===== src/rtl/ex_div_ctrl_pkg.sv =====
// Shared definitions for the EX-stage divide controller: state encoding and
// the divide-by-zero quotient constant.
package ex_div_ctrl_pkg;

    typedef enum logic [1:0] {
        S_IDLE = 2'd0,
        S_CALC = 2'd1,
        S_FIX  = 2'd2,
        S_DONE = 2'd3
    } div_state_e;

    // Divide-by-zero returns an all-ones quotient; sliced to WIDTH at use.
    localparam logic [63:0] DIV_ZERO_QUOT = '1;

endpackage


===== src/rtl/ex_div_if.sv =====
// Request/response bundle between the EX stage (master) and the shared
// multi-cycle divider (slave).
interface ex_div_if #(
    parameter int WIDTH = 32
);
    logic             req_valid;
    logic             req_ready;
    logic             req_signed;
    logic [WIDTH-1:0] req_src1;
    logic [WIDTH-1:0] req_src2;
    logic             resp_valid;
    logic             resp_ready;
    logic [WIDTH-1:0] resp_quot;
    logic [WIDTH-1:0] resp_rem;
    logic             cancel;
    logic             busy;

    modport master (
        output req_valid, req_signed, req_src1, req_src2, resp_ready, cancel,
        input  req_ready, resp_valid, resp_quot, resp_rem, busy
    );

    modport slave (
        input  req_valid, req_signed, req_src1, req_src2, resp_ready, cancel,
        output req_ready, resp_valid, resp_quot, resp_rem, busy
    );
endinterface


===== src/rtl/ex_div_ctrl_div_step.sv =====
// One combinational restoring-division step: shift the next dividend bit into
// the partial remainder and subtract the divisor if it fits.
module ex_div_ctrl_div_step #(
    parameter int WIDTH = 32
) (
    input  logic [WIDTH-1:0] rem_i,
    input  logic             dvd_msb_i,
    input  logic [WIDTH-1:0] divisor_i,
    output logic [WIDTH-1:0] rem_o,
    output logic             quot_bit_o
);
    logic [WIDTH:0] shifted;
    logic [WIDTH:0] trial;

    always_comb begin
        shifted    = {rem_i, dvd_msb_i};
        trial      = shifted - {1'b0, divisor_i};
        // A clear top bit means no borrow, so the divisor fits.
        quot_bit_o = ~trial[WIDTH];
        rem_o      = quot_bit_o ? trial[WIDTH-1:0] : shifted[WIDTH-1:0];
    end
endmodule


===== src/rtl/ex_div_ctrl.sv =====
// Multi-cycle radix-2 restoring divider for div.w/div.wu/mod.w/mod.wu with a
// valid/ready request, held response and synchronous cancel.
module ex_div_ctrl
    import ex_div_ctrl_pkg::*;
#(
    parameter int WIDTH = 32,
    parameter int CNT_W = $clog2(WIDTH) + 1
) (
    input  logic         clk,
    input  logic         rst,
    ex_div_if.slave      div_if
);
    div_state_e       state_q, state_d;
    logic [CNT_W-1:0] cnt_q, cnt_d;
    logic [WIDTH-1:0] acc_q, acc_d;
    logic [WIDTH-1:0] dvd_q, dvd_d;
    logic [WIDTH-1:0] dvs_q, dvs_d;
    logic             neg_quot_q, neg_quot_d;
    logic             neg_rem_q, neg_rem_d;
    logic [WIDTH-1:0] quot_q, quot_d;
    logic [WIDTH-1:0] rem_out_q, rem_out_d;
    logic             busy_q, busy_d;
    logic             resp_valid_q, resp_valid_d;

    logic             accept;
    logic             src1_neg;
    logic             src2_neg;
    logic [WIDTH-1:0] step_rem;
    logic             step_quot_bit;

    ex_div_ctrl_div_step #(.WIDTH(WIDTH)) u_div_step (
        .rem_i      (acc_q),
        .dvd_msb_i  (dvd_q[WIDTH-1]),
        .divisor_i  (dvs_q),
        .rem_o      (step_rem),
        .quot_bit_o (step_quot_bit)
    );

    assign div_if.req_ready  = (state_q == S_IDLE) & ~div_if.cancel;
    assign div_if.resp_valid = resp_valid_q;
    assign div_if.busy       = busy_q;
    assign div_if.resp_quot  = quot_q;
    assign div_if.resp_rem   = rem_out_q;

    always_comb begin
        accept     = div_if.req_valid & div_if.req_ready;
        src1_neg   = div_if.req_signed & div_if.req_src1[WIDTH-1];
        src2_neg   = div_if.req_signed & div_if.req_src2[WIDTH-1];

        state_d    = state_q;
        cnt_d      = cnt_q;
        acc_d      = acc_q;
        dvd_d      = dvd_q;
        dvs_d      = dvs_q;
        neg_quot_d = neg_quot_q;
        neg_rem_d  = neg_rem_q;
        quot_d     = quot_q;
        rem_out_d  = rem_out_q;

        // Cancel overrides everything; outputs keep their last value.
        if (div_if.cancel) begin
            state_d = S_IDLE;
        end else begin
            unique case (state_q)
                S_IDLE: begin
                    if (accept) begin
                        if (div_if.req_src2 == '0) begin
                            quot_d    = DIV_ZERO_QUOT[WIDTH-1:0];
                            rem_out_d = div_if.req_src1;
                            state_d   = S_DONE;
                        end else begin
                            neg_quot_d = src1_neg ^ src2_neg;
                            neg_rem_d  = src1_neg;
                            dvd_d      = src1_neg ? -div_if.req_src1 : div_if.req_src1;
                            dvs_d      = src2_neg ? -div_if.req_src2 : div_if.req_src2;
                            acc_d      = '0;
                            cnt_d      = '0;
                            state_d    = S_CALC;
                        end
                    end
                end
                S_CALC: begin
                    acc_d = step_rem;
                    dvd_d = {dvd_q[WIDTH-2:0], step_quot_bit};
                    cnt_d = cnt_q + 1'b1;
                    if (cnt_q == CNT_W'(WIDTH - 1)) begin
                        state_d = S_FIX;
                    end
                end
                S_FIX: begin
                    quot_d    = neg_quot_q ? -dvd_q : dvd_q;
                    rem_out_d = neg_rem_q ? -acc_q : acc_q;
                    state_d   = S_DONE;
                end
                S_DONE: begin
                    if (div_if.resp_ready) begin
                        state_d = S_IDLE;
                    end
                end
                default: state_d = S_IDLE;
            endcase
        end

        busy_d       = (state_d != S_IDLE);
        resp_valid_d = (state_d == S_DONE);
    end

    always_ff @(posedge clk or posedge rst) begin
        if (rst) begin
            state_q      <= S_IDLE;
            cnt_q        <= '0;
            acc_q        <= '0;
            dvd_q        <= '0;
            dvs_q        <= '0;
            neg_quot_q   <= 1'b0;
            neg_rem_q    <= 1'b0;
            quot_q       <= '0;
            rem_out_q    <= '0;
            busy_q       <= 1'b0;
            resp_valid_q <= 1'b0;
        end else begin
            state_q      <= state_d;
            cnt_q        <= cnt_d;
            acc_q        <= acc_d;
            dvd_q        <= dvd_d;
            dvs_q        <= dvs_d;
            neg_quot_q   <= neg_quot_d;
            neg_rem_q    <= neg_rem_d;
            quot_q       <= quot_d;
            rem_out_q    <= rem_out_d;
            busy_q       <= busy_d;
            resp_valid_q <= resp_valid_d;
        end
    end
endmodule


===== src/flat_wrapper.sv =====
// flat-port wrapper written by rule: the top's interface ports become plain ports
module ex_div_ctrl_flat import ex_div_ctrl_pkg::*;
#(
    parameter int WIDTH = 32,
    parameter int CNT_W = $clog2(WIDTH) + 1
)
  (clk, rst, div_if_req_valid, div_if_req_signed, div_if_req_src1, div_if_req_src2, div_if_resp_ready, div_if_cancel, div_if_req_ready, div_if_resp_valid, div_if_resp_quot, div_if_resp_rem, div_if_busy);
  ex_div_if #(.WIDTH(WIDTH)) div_if_i ();
  input  logic clk;
  input  logic rst;
  input wire logic [$bits(div_if_i.req_valid)-1:0] div_if_req_valid;
  input wire logic [$bits(div_if_i.req_signed)-1:0] div_if_req_signed;
  input wire logic [$bits(div_if_i.req_src1)-1:0] div_if_req_src1;
  input wire logic [$bits(div_if_i.req_src2)-1:0] div_if_req_src2;
  input wire logic [$bits(div_if_i.resp_ready)-1:0] div_if_resp_ready;
  input wire logic [$bits(div_if_i.cancel)-1:0] div_if_cancel;
  output wire logic [$bits(div_if_i.req_ready)-1:0] div_if_req_ready;
  output wire logic [$bits(div_if_i.resp_valid)-1:0] div_if_resp_valid;
  output wire logic [$bits(div_if_i.resp_quot)-1:0] div_if_resp_quot;
  output wire logic [$bits(div_if_i.resp_rem)-1:0] div_if_resp_rem;
  output wire logic [$bits(div_if_i.busy)-1:0] div_if_busy;
  assign div_if_i.req_valid = div_if_req_valid;
  assign div_if_i.req_signed = div_if_req_signed;
  assign div_if_i.req_src1 = div_if_req_src1;
  assign div_if_i.req_src2 = div_if_req_src2;
  assign div_if_i.resp_ready = div_if_resp_ready;
  assign div_if_i.cancel = div_if_cancel;
  assign div_if_req_ready = div_if_i.req_ready;
  assign div_if_resp_valid = div_if_i.resp_valid;
  assign div_if_resp_quot = div_if_i.resp_quot;
  assign div_if_resp_rem = div_if_i.resp_rem;
  assign div_if_busy = div_if_i.busy;
  ex_div_ctrl #(.WIDTH(WIDTH), .CNT_W(CNT_W)) u_core (.clk(clk), .rst(rst), .div_if(div_if_i));
endmodule

===== config.mk =====
export PLATFORM = sky130hd
export DESIGN_NAME = ex_div_ctrl_flat
export DESIGN_NICKNAME = d
export VERILOG_FILES = /design/src/rtl/ex_div_ctrl_pkg.sv /design/src/rtl/ex_div_if.sv /design/src/rtl/ex_div_ctrl_div_step.sv /design/src/rtl/ex_div_ctrl.sv /design/src/flat_wrapper.sv
export SDC_FILE = /design/constraint.sdc
export NUM_CORES = 1
export LEC_CHECK = 0
export CAP_MARGIN = 20
export CORE_MARGIN = 8
export CORE_UTILIZATION = 42
export CTS_CLUSTER_SIZE = 8
export DETAILED_ROUTE_END_ITERATION = 7
export GPL_ROUTABILITY_DRIVEN = 0
export GPL_TIMING_DRIVEN = 0
export PLACE_DENSITY = 0.6
export SLEW_MARGIN = 15
export SYNTH_ARGS = -nofsm -noshare
export SYNTH_HDL_FRONTEND = slang
export SYNTH_SLANG_ARGS = --single-unit

===== constraint.sdc =====
create_clock -name clk -period 6.24 [get_ports clk]
set_clock_uncertainty 0.1 [all_clocks]
set_input_delay 0.624 -clock clk [delete_from_list [all_inputs] [get_ports clk]]
set_output_delay 0.624 -clock clk [all_outputs]
set_load 0.01 [all_outputs]

# Word-level counts from Yosys, hierarchy flattened
# Cells that the tools add are included.
# totals
reg_bits	172
elab_cells	67
# classes
addsub	6
n_eq_ne	8
muxes	26
bitwise_logic	8
reduce_logical	8
# op_table
op	count
$mux 32	13
$pmux 32 s2	4
$neg 32->32	4
$sub 33x32->33	1
$logic_not 32->1	1
$mux 6	2
$pmux 6 s2	1
$reduce_and 4->1	3
$mux 2	5
$pmux 2 s4	1
$add 6x1->6 const B	1
$eq 2x2->1 const B	3
$eq 6x5->1 const B	1
$reduce_bool 2->1	3
$and 1x1->1	4
$ne 2x2->1 const B	2
$not 1->1	3
$eq 2x1->1 const B	1
$logic_not 2->1	1
$ne 2x1->1 const B	1
$xor 1x1->1	1

# Logic depth before layout (Yosys ltp)
# Gate-level depths: netlist of the first run.
# depth
ltp_word	7
ltp_mapped	14

# Cells and area by module
# A second synthesis of the first run with hierarchy kept.
# unflattened
cells_unflattened	1420
area_unflattened_um2	12002.8
# by_module_without_submodules
module	instances	cells_each	area_each_um2
ex_div_ctrl	1	1111	9685.5
ex_div_ctrl_div_step	1	309	2317.2

# Worst setup path after synthesis of the first run
# No wires, ideal clock.
# synth_timing
path_type	reg2reg
start	reg u_core.dvd_q[10]
end	reg u_core.quot_q[29], in the netlist u_core.div_if.resp_quot[29]
setup_time_ps	137
arrival_time_ps	3066
t_required_ps	6003
path_slack_ps	2938
stages_incl_launch_ff	9
cell_sequence	dfrtp_1 or4_4 or3_4 or3_4 or4_4 or4_4 o41ai_4 xor2_1 a21oi_1
# synth_via
elab_chain_cells	3
# synth_rtl
element	line_no	rtl
start: declaration	ex_div_ctrl.sv:16	logic [WIDTH-1:0] dvd_q, dvd_d;
start signal: assignment	ex_div_ctrl.sv:125	dvd_q <= dvd_d;
$neg 32->32	ex_div_ctrl.sv:91	quot_d = neg_quot_q ? -dvd_q : dvd_q;
$mux 32	ex_div_ctrl.sv:91	
$pmux 32 s2	ex_div_ctrl.sv:64	unique case (state_q)
end signal: assignment	ex_div_ctrl.sv:129	quot_q <= quot_d;
end: declaration	ex_div_ctrl.sv:20	logic [WIDTH-1:0] quot_q, quot_d;
# No other way between the ends.
# A chain may end at the register's enable or synchronous reset.

# Worst setup path in the final report of the first run
# layout_timing
start	in div_if_req_src2[8]
end	reg u_core.quot_q[0], in the netlist u_core.div_if.resp_quot[0]
# layout_via
elab_chain_cells	3
# layout_rtl
element	line_no	rtl
start: declaration	flat_wrapper.sv:14	input wire logic [$bits(div_if_i.req_src2)-1:0] div_if_req_src2;
$logic_not 32->1	ex_div_ctrl.sv:67	if (div_if.req_src2 == '0) begin
$ne 2x2->1 (no source line)	--	
$reduce_and 4->1 (no source line)	--	
# No other way between the ends.

==> results of run 1 <==
[cells in the final DEF (no fill, tap or decap), types with 4 or more instances in the layout]
cell type        Yosys  final
o41ai_1             15     15
a31oi_1             12     12
xnor2_1             45     45
o211ai_1             6      6
nor2b_1              9      9
o21ai_0            144    144
clkbuf_1            70     70
inv_1               55     54
nor3_1              22     22
ha_1                37     37
o311ai_0            25     25
xor2_1             101    101
o31ai_1             21     21
a211oi_1             4      4
nor2_1             132    132
nand2_1            192    192
and3_1               7      7
buf_1                9      9
inv_6                0      5
or3_1               12     12
a21o_1              19     19
nand3_1             42     42
nor4_1              10     10
dfrtp_1            172    172
and2_1               8      8
mux2i_1              6      6
or4_1                6      6
clkbuf_16            0     17
nand4_1              6      6
a21oi_1            152    152
clkdlybuf4s50_1      0    136
nand2b_1            17     17
[per-layer routing]
layer	wire length (um)	up-vias
met3	1220	47
met2	17100	260
met4	920	0
met5	0	-
li1	-	5266
met1	15100	4853
[power breakdown]
part           switching, mW  internal (mW)
Combinational           1.17          0.775
Clock                  0.499          0.610
Sequential             0.235           1.27
Total                   1.91           2.66
[flip-flops by register name (all words and copies together), names as in the netlist]
signal	count
u_core.neg_rem_q	1
u_core.acc_q	32
u_core.div_if.resp_valid	1
u_core.dvs_q	32
u_core.div_if.resp_quot	32
u_core.dvd_q	32
u_core.div_if.busy	1
u_core.neg_quot_q	1
u_core.cnt_q	6
u_core.div_if.resp_rem	32
u_core.state_q	2
[tightest hold or removal path, cell delays in order, from the launching register on]
cell,delay [ns]
dfrtp_1,0.34
nand2_1,0.05
o21ai_0,0.06
[logic make-up (layout without fill, tap and decap cells)]
logic type	count (synthesis)	after routing
compound gates	428	428
xor+xnor	146	146
fa+ha+maj	38	38
buf+inv	135	305
flops	172	172
mux	6	6
simple gates	482	482
[area by class of cell]
type | count | area [sq um] | area share (%)
repair buffers | 138 | 1400 | 10.1
plain buffers | 80 | 302 | 2.19
multi-input cells | 1100 | 6560 | 47.5
inverters | 55 | 214 | 1.55
flip-flops and latches | 172 | 4300 | 31.2
clock inverters | 14 | 158 | 1.14
well taps | 341 | 427 | 3.09
clock buffers | 18 | 439 | 3.18
[stage by stage]
step                total power [mW]  worst slack (ns)  area [sq um]
floorplan                       2.92             0.856         11400
global placement                3.41             -1.48         13200
detailed placement              3.45             0.502         13200
CTS                             4.55             0.947         13800
global route                    4.89             0.681         13800
finish                          4.56             0.989         13800
[path summary, 6_finish.rpt]
check                                                         end  slack, ns                          from  cells past startpoint
min reg2reg                          u_core.dvs_q[25]$_DFFE_PP0P_       0.38  u_core.dvs_q[25]$_DFFE_PP0P_                      2
min in group asynchronous             u_core.dvd_q[0]$_DFFE_PP0P_       0.56                           rst                      2
max reg2reg                           u_core.acc_q[0]$_DFFE_PP0P_       2.12  u_core.dvd_q[31]$_DFFE_PP0P_                     14
max in group asynchronous  u_core.div_if.resp_rem[20]$_DFFE_PP0P_       4.61                           rst                      3
min                                  u_core.dvs_q[25]$_DFFE_PP0P_       0.38  u_core.dvs_q[25]$_DFFE_PP0P_                      2
max                        u_core.div_if.resp_quot[0]$_DFFE_PP0P_       0.99            div_if_req_src2[8]                     11
==> impl_metrics.tcl, run 1 <==
set metrics [dict create \
    cts_hold_buf 0 \
    via_per_inst 5.44 \
    fin_nets 1672 \
    synthTopCellsByCount "nand2_1, dfrtp_1, a21oi_1" \
    peakVddDrop_mv 0.185 \
    fillers 2627 \
    critPathTopFamily "simple AND/OR/NAND/NOR gates" \
    grt.met3_usage_pct 3.02 \
    critPathBufInv 3 \
    layout_min_cycle_time_ns 5.25 \
    synth_compound_area_share_pct 22.5 \
    slew-limit-headroom_pct 40.4 \
    clk_latency_ns 0.44 \
    htree_levels 4 \
    synth.most_common_cell "nand2_1" \
    finalSetupViolations 0 \
    rsz0062_at_grt "false" \
    grt_max_degree 94 \
    crit_type "input pin to flop" \
    io_buffers 136 \
    clock.fmax_ghz 0.190 \
    ys_seq_area_share_pct 37.9 \
    clock_path_buffers 2 \
    die_x_um 181 \
    yosysUniqueCellTypes 62 \
    firstDrtPassIters 5 \
    synth_xor_area_share_pct 11.2 \
    layout_worst_path_cycle_share_pct 84.2 \
    ant_nets 0 \
    syn_to_final_growth_pct 21.3 \
    drv_cap 0 \
    drive_gt1_share_pct 3.36 \
    syn_area_sq_mm 0.0114 \
    cp_data_arrival_time_ns 5.51 \
    synth_largest_area_cell "dfrtp_1" \
    synth.avg_cell_area_sq_um 8.08 \
    crit_chain "clkdlybuf4s50_1 -> or4_1 -> nor4_1 -> nand4_1 -> nor3_1 -> a21oi_1 -> nor3_1 -> clkbuf_1 -> buf_1 -> nor2_1 -> a21oi_1" \
    synth_flop_cell "dfrtp_1" \
    ys_seq_elements 172 \
    synth_top_family_by_area "compound AO/OA/AOI/OAI gates" \
    hold-worst-slack_ns 0.379 \
    dieArea_sq_mm 0.0326 \
    tightest_slew_ns 0.887 \
    vias 10400 \
    num_io_pins 137 \
    crit_fanout 10 \
    post_drt_wl_per_cell_um 17.9 \
    critical_path.endpoint_type "flop" \
    antenna_found_initial 0 \
    synth_edf_count 0 \
    grt_pass1_wl_um 54700 \
    row_count 60 \
    power_per_cell_area_mw_per_mm2 331 \
    cts_tree "done" \
    hpwl_um 27500 \
    synth_warnings 0 \
    initial_core_util_pct 42.4 \
    cp.required_ns 6.50 \
    p_leak_nw 5.85 \
    yosys-top-cells-area "dfrtp_1, xor2_1, a21oi_1, o21ai_0, nand2_1" \
    crit_slowest_cell "nor3_1" \
    crit_path_start_kind "input pin" \
    hold_class "flop to flop" \
    muxShareOfSynthArea_pct 0.528 \
    status "finished, final reports clean" \
    use_met2_pct 37.6 \
    cts_sinks 172 \
    synth-simple-area-share_pct 19.2 \
    fin_tns_setup_ns 0 \
    instances_no_fill 1918 \
    max_stage_delay_ns 0.80 \
    grt_busiest_layer "met2" \
    final_max_slew_viol_count 0 \
    antennaDiodeCount 0 \
    first_global_vias 10100 \
    drc 0 \
    core_sq_mm 0.0268 \
    cts_resized 0 \
    async_flop_share_pct 100 \
    routed_wl_um 34400 \
    use_met1_pct 25.4 \
    overflow 0 \
    grt_usage_pct 21.0 \
    drtIter0Drc 690 \
    synth_nets 1515 \
    clk_pin_slew_ns 0.07 \
    synthAdderAreaFrac_pct 4.25 \
    post_cts_buffers 0 \
    cts_root_buf "clkbuf_16" \
    synth.top_cell.area_share_pct 37.9 \
    netlist_instances 1407 \
    die_y_um 181 \
    dp_cells 1885 \
    hold_viol 0 \
    numCtsBuffers 17 \
    utilization_pct 51.5 \
]
Note: power is estimated with default switching activity, not from simulation.
==> run 2: changes to the inputs <==
==> constraint.sdc (replaced) <==
create_clock -name clk -period 5 [get_ports clk]
set_clock_uncertainty 0.1 [all_clocks]
set_input_delay 0.5 -clock clk [delete_from_list [all_inputs] [get_ports clk]]
set_output_delay 0.5 -clock clk [all_outputs]
set_load 0.01 [all_outputs]
==> impl_metrics.tcl, run 2 (synthesized netlist as in run 1, its figures left out) <==
set metrics [dict create \
    drv_cap 0 \
    clock.fmax_ghz 0.210 \
    p_leak_nw 5.87 \
    core_sq_mm 0.0268 \
    layout_worst_path_cycle_share_pct 95.1 \
    worst-r2r-cell-count 14 \
    critPathLaunch "div_if_req_src2[8]" \
    routed_wl_um 34300 \
    hold_viol 0 \
    hpwl_um 27800 \
    first_global_vias 10500 \
    tightest_slew_ns 0.811 \
    power.share.switching_pct 41.8 \
    post_cts_buffers 0 \
    min_from "u_core.dvs_q[25]$_DFFE_PP0P_" \
    crit_fanout 10 \
    antennaDiodeCount 0 \
    grt_usage_pct 21.2 \
    drc 0 \
    cts_sinks 172 \
    crit_slowest_cell "nor3_1" \
    post_drt_wl_per_cell_um 17.9 \
    drive_gt1_share_pct 3.67 \
    htree_levels 4 \
    peakVddDrop_mv 0.231 \
    crit_type "input pin to flop" \
    holdPathStages 2 \
    via_per_inst 5.46 \
    crit_chain "clkdlybuf4s50_1 -> or4_1 -> nor4_1 -> nand4_1 -> nor3_2 -> a21oi_1 -> nor3_1 -> clkbuf_1 -> buf_1 -> a31oi_1" \
    cts_root_buf "clkbuf_16" \
    final_max_slew_viol_count 0 \
    antenna_found_initial 1 \
    clk_pin_slew_ns 0.07 \
    hold_class "flop to flop" \
    timing.rr.start "u_core.dvd_q[31]$_DFFE_PP0P_" \
    mostFrequentLayoutCell "nand2_1" \
    timing.final.ws_setup_ns 0.243 \
    die_x_um 181 \
    dpl_cell_area_sq_mm 0.0133 \
    firstDrtPassIters 5 \
    final_cell_mix "nand2_1, dfrtp_1, a21oi_1" \
    critical_path.endpoint_type "flop" \
    rsz0062_at_grt "false" \
    min_to "u_core.dvs_q[25]$_DFFE_PP0P_" \
    numCtsBuffers 17 \
    status "finished, final reports clean" \
    row_count 60 \
    dieArea_sq_mm 0.0326 \
    p_clk_share_pct 24.0 \
    p_int_mw 3.32 \
    reg2reg_slack_ns 0.94 \
    hold-worst-slack_ns 0.381 \
    max_stage_delay_ns 0.67 \
    r2r_end "u_core.acc_q[0]$_DFFE_PP0P_" \
    drtIter0Drc 623 \
    fin_total_pwr_mw 5.71 \
    pre_cts_ws_ns -0.664 \
    finalSetupViolations 0 \
    slew-limit-headroom_pct 45.5 \
    p_seq_share_pct 33.0 \
    combPwrFrac_pct 43.0 \
    vias 10500 \
    utilization_pct 51.7 \
    syn_to_final_growth_pct 22.0 \
    fin_nets 1675 \
    ant_nets 0 \
    power_per_cell_area_mw_per_mm2 411 \
    io_buffers 136 \
    finalInstanceArea_sq_mm 0.0139 \
    layout_min_cycle_time_ns 4.76 \
    grt_pass1_wl_um 55400 \
    fillers 2590 \
    cts_tree "done" \
    cp.required_ns 5.19 \
    grt_max_degree 36 \
    initial_core_util_pct 42.4 \
    cp_data_arrival_time_ns 4.95 \
    clk_latency_ns 0.43 \
    die_y_um 181 \
    switching_power_mw 2.39 \
    overflow 0 \
    clock_path_buffers 2 \
    num_io_pins 137 \
    crit_path_start_kind "input pin" \
]
[run 2: cell count changes in the layout (fill, tap and decap cells not counted)]
cell / previous run / this run
nor3_1: 22 / 21
clkinvlp_4: 2 / 3
buf_1: 9 / 8
inv_6: 5 / 4
buf_16: 1 / 0
inv_8: 2 / 0
clkinv_2: 2 / 1
buf_12: 0 / 5
nor3_2: 0 / 1
clkinv_4: 2 / 5
[run 2: layout make-up]
| type | instances | area (sq um) | share of cell area, % |
|---|---|---|---|
| multi-input combinational | 1100 | 6560 | 47.3 |
| sequential | 172 | 4300 | 31.0 |
| timing repair buffer | 142 | 1470 | 10.6 |
| clock buffer | 18 | 439 | 3.17 |
| tap | 341 | 427 | 3.08 |
| buffer | 79 | 298 | 2.15 |
| inverter | 55 | 210 | 1.52 |
| clock inverter | 14 | 159 | 1.15 |
[run 2: repair_timing]
item / CTS / global route
resized for setup: 1 / 0
endpoints found under the setup margin: 20 / 10
hold buffers: 0 / 0
[run 2: stage by stage]
stage	cells	setup TNS [ns]
floorplan	1407	0
global placement	1884	-15.13
detailed placement	1889	-17.99
CTS	1921	0
global route	1921	0
finish	1921	0
[run 2: how the worst max path moves through the flow]
stage	to	slack (ns)	cells past startpoint
floorplan	u_core.div_if.resp_quot[29]$_DFFE_PP0P_	1.70	8
finish	u_core.div_if.resp_rem[0]$_DFFE_PP0P_	0.24	10
CTS	u_core.dvd_q[31]$_DFFE_PP0P_	0.05	11
global placement	u_core.dvd_q[31]$_DFFE_PP0P_	-0.58	11
detailed placement	u_core.dvd_q[31]$_DFFE_PP0P_	-0.66	11
global route	u_core.div_if.resp_rem[0]$_DFFE_PP0P_	0.009	10
[run 2: critical path: cells and delay by family]
| family | cells | cell delay [ns] |
|---|---|---|
| buffers and inverters | 3 | 1.42 |
| AND/OR/NAND/NOR | 5 | 2.63 |
| AO/OA/AOI/OAI | 2 | 0.38 |
[run 2: metal layers]
| metal | GRT usage [%] | share of wire, % | vias to the layer above |
|---|---|---|---|
| met2 | 37.4 | 50 | 274 |
| met5 | 0 | 0 | - |
| met4 | 9.16 | 3.3 | 0 |
| met3 | 3.43 | 4.0 | 57 |
| li1 | - | - | 5265 |
| met1 | 25.0 | 43 | 4892 |
[run 2: power groups by stage]
stage | Combinational, mW | Clock [mW] | Sequential (mW)
after global placement | 2.37 | 0 | 1.89
final | 2.45 | 1.37 | 1.88
after floorplan | 1.84 | 0 | 1.80
after global routing | 2.76 | 1.45 | 1.92
after detailed placement | 2.42 | 0 | 1.90
after CTS | 2.44 | 1.40 | 1.87
